<file path="src/rtl/my_float_mul_if.sv">
// Operand/control/result bundle between the Versat datapath and the float multiplier.
interface my_float_mul_if #(
   parameter int DATA_W  = 32,
   parameter int DELAY_W = 32
);
   logic               run;
   logic               running;
   logic [DATA_W-1:0]  in0;
   logic [DATA_W-1:0]  in1;
   logic [DELAY_W-1:0] delay0;
   logic [DATA_W-1:0]  out0;

   modport master (output run, running, in0, in1, delay0, input out0);
   modport slave  (input run, running, in0, in1, delay0, output out0);
endinterface

</file>
<file path="src/rtl/my_float_mul.sv">
// Pipelined binary32 multiplier: unpack, mantissa product, normalise, round/pack.
// Result of operands sampled at edge k is on out0 after edge k+3.
module my_float_mul #(
   parameter int DATA_W  = 32,
   parameter int DELAY_W = 32
) (
   input  logic           clk,
   input  logic           rst,
   my_float_mul_if.slave  bus
);

   logic [DELAY_W-1:0] cnt;
   logic               adv;
   logic               smp;

   assign adv = bus.running & ~bus.run;
   assign smp = adv & (cnt == '0);

   // stage 1 combinational unpack
   logic [7:0]  ea, eb;
   logic [22:0] fa, fb;
   logic        nan_a, nan_b, inf_a, inf_b, zero_a, zero_b;
   logic        u_nan, u_inf, u_zero, u_sign;
   logic [9:0]  u_e;
   logic [23:0] u_ma, u_mb;

   always_comb begin
      ea     = bus.in0[30:23];
      eb     = bus.in1[30:23];
      fa     = bus.in0[22:0];
      fb     = bus.in1[22:0];
      nan_a  = (ea == 8'hFF) && (fa != 23'd0);
      nan_b  = (eb == 8'hFF) && (fb != 23'd0);
      inf_a  = (ea == 8'hFF) && (fa == 23'd0);
      inf_b  = (eb == 8'hFF) && (fb == 23'd0);
      zero_a = (ea == 8'h00);
      zero_b = (eb == 8'h00);
      u_nan  = nan_a | nan_b | (inf_a & zero_b) | (inf_b & zero_a);
      u_inf  = (inf_a | inf_b) & ~u_nan;
      u_zero = (zero_a | zero_b) & ~u_nan & ~u_inf;
      u_sign = bus.in0[31] ^ bus.in1[31];
      u_e    = {2'b00, ea} + {2'b00, eb} - 10'd127;
      u_ma   = {1'b1, fa};
      u_mb   = {1'b1, fb};
   end

   logic        v1, s1_sign, s1_nan, s1_inf, s1_zero;
   logic [9:0]  s1_e;
   logic [23:0] s1_ma, s1_mb;

   logic        v2, s2_sign, s2_nan, s2_inf, s2_zero;
   logic [9:0]  s2_e;
   logic [47:0] s2_prod;

   logic        v3, s3_sign, s3_nan, s3_inf, s3_zero;
   logic [9:0]  s3_e;
   logic [22:0] s3_frac;
   logic        s3_g, s3_s;

   // normalise the 48-bit product: leading one sits at bit 47 or bit 46
   logic [22:0] n_frac;
   logic        n_g, n_s;
   logic [9:0]  n_e;

   always_comb begin
      if (s2_prod[47]) begin
         n_frac = s2_prod[46:24];
         n_g    = s2_prod[23];
         n_s    = |s2_prod[22:0];
         n_e    = s2_e + 10'd1;
      end else begin
         n_frac = s2_prod[45:23];
         n_g    = s2_prod[22];
         n_s    = |s2_prod[21:0];
         n_e    = s2_e;
      end
   end

   // round to nearest even, then range-check the final exponent
   logic              round_up;
   logic [23:0]       rnd;
   logic [9:0]        e_f;
   logic [DATA_W-1:0] res;

   always_comb begin
      round_up = s3_g & (s3_s | s3_frac[0]);
      rnd      = {1'b0, s3_frac} + {23'd0, round_up};
      e_f      = s3_e + {9'd0, rnd[23]};
      if (s3_nan)
         res = 32'h7FC0_0000;
      else if (s3_inf)
         res = {s3_sign, 8'hFF, 23'd0};
      else if (s3_zero)
         res = {s3_sign, 31'd0};
      else if ($signed(e_f) >= $signed(10'd255))
         res = {s3_sign, 8'hFF, 23'd0};
      else if ($signed(e_f) <= $signed(10'd0))
         res = {s3_sign, 31'd0};
      else
         res = {s3_sign, e_f[7:0], rnd[22:0]};
   end

   always_ff @(posedge clk) begin
      if (rst || bus.run) begin
         cnt      <= rst ? '0 : bus.delay0;
         v1       <= 1'b0;
         s1_sign  <= 1'b0;
         s1_nan   <= 1'b0;
         s1_inf   <= 1'b0;
         s1_zero  <= 1'b0;
         s1_e     <= '0;
         s1_ma    <= '0;
         s1_mb    <= '0;
         v2       <= 1'b0;
         s2_sign  <= 1'b0;
         s2_nan   <= 1'b0;
         s2_inf   <= 1'b0;
         s2_zero  <= 1'b0;
         s2_e     <= '0;
         s2_prod  <= '0;
         v3       <= 1'b0;
         s3_sign  <= 1'b0;
         s3_nan   <= 1'b0;
         s3_inf   <= 1'b0;
         s3_zero  <= 1'b0;
         s3_e     <= '0;
         s3_frac  <= '0;
         s3_g     <= 1'b0;
         s3_s     <= 1'b0;
         bus.out0 <= '0;
      end else if (adv) begin
         if (cnt != '0)
            cnt <= cnt - DELAY_W'(1);
         v1      <= smp;
         s1_sign <= smp ? u_sign : 1'b0;
         s1_nan  <= smp ? u_nan  : 1'b0;
         s1_inf  <= smp ? u_inf  : 1'b0;
         s1_zero <= smp ? u_zero : 1'b0;
         s1_e    <= smp ? u_e    : 10'd0;
         s1_ma   <= smp ? u_ma   : 24'd0;
         s1_mb   <= smp ? u_mb   : 24'd0;

         v2      <= v1;
         s2_sign <= s1_sign;
         s2_nan  <= s1_nan;
         s2_inf  <= s1_inf;
         s2_zero <= s1_zero;
         s2_e    <= s1_e;
         s2_prod <= s1_ma * s1_mb;

         v3      <= v2;
         s3_sign <= s2_sign;
         s3_nan  <= s2_nan;
         s3_inf  <= s2_inf;
         s3_zero <= s2_zero;
         s3_e    <= n_e;
         s3_frac <= n_frac;
         s3_g    <= n_g;
         s3_s    <= n_s;

         bus.out0 <= v3 ? res : '0;
      end
   end

endmodule

</file>
<file path="src/flat_wrapper.sv">
// flat-port wrapper written by rule: the top's interface ports become plain ports
module my_float_mul_flat 
#(
   parameter int DATA_W  = 32,
   parameter int DELAY_W = 32
)
  (clk, rst, bus_run, bus_running, bus_in0, bus_in1, bus_delay0, bus_out0);
  my_float_mul_if #(.DATA_W(DATA_W), .DELAY_W(DELAY_W)) bus_i ();
  input  logic clk;
  input  logic rst;
  input wire logic [$bits(bus_i.run)-1:0] bus_run;
  input wire logic [$bits(bus_i.running)-1:0] bus_running;
  input wire logic [$bits(bus_i.in0)-1:0] bus_in0;
  input wire logic [$bits(bus_i.in1)-1:0] bus_in1;
  input wire logic [$bits(bus_i.delay0)-1:0] bus_delay0;
  output wire logic [$bits(bus_i.out0)-1:0] bus_out0;
  assign bus_i.run = bus_run;
  assign bus_i.running = bus_running;
  assign bus_i.in0 = bus_in0;
  assign bus_i.in1 = bus_in1;
  assign bus_i.delay0 = bus_delay0;
  assign bus_out0 = bus_i.out0;
  my_float_mul #(.DATA_W(DATA_W), .DELAY_W(DELAY_W)) u_core (.clk(clk), .rst(rst), .bus(bus_i));
endmodule
</file>
<file path="config.mk">
export PLATFORM = sky130hd
export DESIGN_NAME = my_float_mul_flat
export DESIGN_NICKNAME = d
export VERILOG_FILES = /design/src/rtl/my_float_mul_if.sv /design/src/rtl/my_float_mul.sv /design/src/flat_wrapper.sv
export SDC_FILE = /design/constraint.sdc
export NUM_CORES = 2
export LEC_CHECK = 0
export CAP_MARGIN = 20
export CORE_MARGIN = 3
export CORE_UTILIZATION = 64
export CTS_BUF_LIST = sky130_fd_sc_hd__clkbuf_8
export CTS_CLUSTER_DIAMETER = 150
export DETAILED_ROUTE_END_ITERATION = 6
export PLACE_DENSITY = 0.86
export SYNTH_ARGS = -nofsm -noshare
export SYNTH_HDL_FRONTEND = slang
export SYNTH_SLANG_ARGS = --single-unit
</file>
<file path="constraint.sdc">
create_clock -name clk -period 7.55 [get_ports clk]
set_clock_uncertainty 0.2 [all_clocks]
set_input_delay 1.51 -clock clk [delete_from_list [all_inputs] [get_ports clk]]
set_output_delay 1.51 -clock clk [all_outputs]
set_load 0.005 [all_outputs]
</file>
==> flow_summary_export.csv <==
group,metric,value,unit
cts,post_cts_buffers,0,
critical_path,cp.arrival,7.66,ns
cts,clk_latency,0.59,ns
placed_design,dpl_cell_area,31720,sq um
cts,cts_tree,"yes",
pwr,sw_frac_of_total,0.2689,
layout,nets,4225,
layout,final_util,0.7158,
yosys,synth_xor_area_frac,0.03366,
yosys,synth-async-reset-ratio,0,
route,avgRoutedWirePerCell,18.77,um
placed_design,dp.cells,4011,
critical_path,critPathMaxFanout,18,
flow_run,maxCapViolCount,0,
cts,cts_buffer_depth,3,
cts,cts_max_level,2,
floorplan,die_h,221.4,um
critical_path,worst-setup-path-type,"reg -> reg",
pwr,seqPwrFrac,0.462,
yosys,avgSynthCellArea,8.764,sq um
yosys,synthAdderAreaFrac,0.4052,
global_route,grt_pass1_wl,125.3,mm
pwr,power_switching,745.9,uW
yosys,synth_area_leader_cell,"fa_1",
floorplan,rows,78,
pwr,power_density,85.02,nW/um^2
global_route,antenna_found_initial,1,
route,ant_nets,0,
layout,mostFrequentLayoutCell,"inv_1",
yosys,synthTopCellsByArea,"fa_1 (33%), dfxtp_1 (13%), ha_1 (8.0%), inv_1 (7.0%), and2_1 (6.3%)",
yosys,synth_top_family_by_area,"adder cells",
pwr,clock_power_share,0.439,
floorplan,fp.coreArea,45580,sq um
yosys,synth-seq-cells,228,
global_route,grt_pass1_vias,24790,
layout,antenna_cells,0,
cts,path_clk_slew,0.06,ns
floorplan,chipWidth,221.4,um
cts,ctsRootBufferMaster,"clkbuf_8",
yosys,syn-cell-area,29700,sq um
layout,layout-drive-gt1-share,0.06722,
pwr,p_int,2028,uW
yosys,synth_ff_type,"dfxtp_1",
sta,finalSetupTns,0,ns
route,drt-pass1-iter-count,6,
route,routed_wl,76.60,mm
global_route,overflow,0,
cts,cts.sinks,228,
route,viasPerCell,5.891,
critical_path,start_kind,"flip-flop",
yosys,synth-simple-area-share,0.1942,
placed_design,portBuffers,131,
sta,maxSlewViolCount,0,
layout,finalNonFillerCells,4081,
floorplan,io_pins,132,
global_route,grt.total_usage,0.3129,
route,vias,24040,
critical_path,cp.required,7.86,ns
sta,hold_viol_final,0,
cts,cts_inserted_buffers,40,
yosys,synth_compound_gate_area_share,0.08173,
pwr,vdd.ir_drop.worst,0.1414,mV
yosys,synth_nets,4161,
pwr,p_leak,0.01484,uW
layout,mostFrequentLayoutCells,"inv_1 (561), fa_1 (483), nand2_1 (417)",
sta,fin_crit,7.349,ns
pwr,total_power,2774,uW
placed_design,dp_hpwl,58.82,mm
placed_design,gp_congestion,0.9737,
yosys,synth_cells,3389,
layout,syn_to_final_growth,9.836,%
critical_path,rrSetupSlack,0.20,ns
critical_path,cp-end-kind,"flip-flop",
run_status,outcome,"complete, no violations",
sta,worstMarginPinSlew,0.9900,ns
floorplan,dieArea,49030,sq um
yosys,synth_edf_count,32,
sta,fin_crit_sh,0.9733,
sta,max-slew-margin-rel,0.3391,
global_route,grt_max_degree,137,
pwr,comb_power_share,0.099,
floorplan,start_util,0.6517,
yosys,synth_top_cell_area_share,0.3256,
sta,setup_viol,0,
route,drc,0,
route,drtIter0Drc,1968,
sta,fmax,0.1361,GHz
yosys,ys_seq_area_frac,0.1645,
layout,final_area,32620,sq um
yosys,yosysUniqueCellTypes,68,
yosys,ys_warn_count,0,
yosys,yosys-mux-area-fraction,0.02494,
worst_hold_path,hold_class,"reg -> reg",
[power by group through the flow]
| stage | sequential (uW) | combinational (uW) | clock, uW |
|---|---|---|---|
| after global placement | 1310 | 267 | 0 |
| final | 1280 | 276 | 1220 |
| after CTS | 1280 | 274 | 1230 |
| after floorplan | 1300 | 171 | 0 |
| after global routing | 1280 | 303 | 1280 |
| after detailed placement | 1310 | 271 | 0 |
[logic make-up after synthesis]
family          Yosys count
buf+inv                 748
xor+xnor                112
mux                      74
compound gates          373
flops                   228
fa+ha+maj               672
simple gates           1182
[registers in the layout, summed over array words and instances (netlist names), 10 cells and up]
name	cells
u_core.s2_e	10
u_core.s1_e	10
u_core.s1_mb	24
u_core.s1_ma	23
u_core.s2_prod	48
u_core.s3_frac	23
u_core.cnt	32
u_core.bus.out0	32
u_core.s3_e	10
[worst max-delay path, stage by stage, from the launching register on]
cell      delay (ns)
dfxtp_1         0.93
nand2_1         0.20
fa_1            0.56
inv_1           0.06
fa_1            0.63
fa_1            0.47
fa_1            0.56
fa_1            0.45
fa_1            0.50
inv_1           0.05
fa_1            0.47
inv_1           0.04
ha_1            0.35
inv_1           0.14
o21bai_1        0.08
a21o_1          0.19
a221o_1         0.31
a31oi_1         0.36
o21ai_0         0.31
a211o_1         0.35
nand3_1         0.07
[worst paths after layout]
kind	start	depth (start not counted)	endpoint
max reg2reg	u_core.s1_mb[19]	20	u_core.s2_prod[45]
max	u_core.s1_mb[19]	20	u_core.s2_prod[45]
min reg2reg	u_core.s1_mb[17]	2	u_core.s1_mb[17]
min	u_core.s1_mb[17]	2	u_core.s1_mb[17]
[metal layers]
metal,up-vias,track usage,wire length [um]
li1,10760,-,-
met1,11790,0.3894,28340
met2,1177,0.5266,36980
met3,318,0.05466,6272
met4,2,0.1620,4989
met5,-,0,13
[metrics by stage]
stage | setup WS (ns) | hold slack (ns)
2_1_floorplan | 0.6157 | 0.2315
3_3_place_gp | 0.2366 | 0.2381
3_5_place_dp | 0.05075 | 0.2450
4_1_cts | 0.03767 | 0.2523
5_1_grt | -0.01496 | 0.2660
6_report | 0.2013 | 0.2510
[final cells by class]
cell class / count / area [sq um]
fill: 3232 / 12950
tap: 600 / 750.7
timing repair buffer: 217 / 2023
inverter: 553 / 2076
clock inverter: 22 / 167.7
clock buffer: 48 / 660.6
sequential: 228 / 4916
multi-input combinational: 2413 / 22030
[cells in the mapped netlist (24+ instances only)]
cell,number
inv_1,553
fa_1,483
nand2_1,418
and2_1,299
nor2_1,198
dfxtp_1,196
ha_1,189
clkbuf_1,175
a21oi_1,149
nand3_1,95
mux2i_1,74
xnor2_1,62
xor2_1,49
o21ai_0,48
a211oi_1,44
nor3_1,36
edfxtp_1,32
a21o_1,26
nor4_1,24
[timing repair]
action                                  4_1_cts  5_1_grt
endpoints found under the hold margin         0        0
resized for setup                             1       34
pin swaps                                     0        1
endpoints found under the setup margin        1       18
gates cloned                                  0        0
hold buffers                                  0        0
Note: power is estimated with default switching activity, not from simulation.
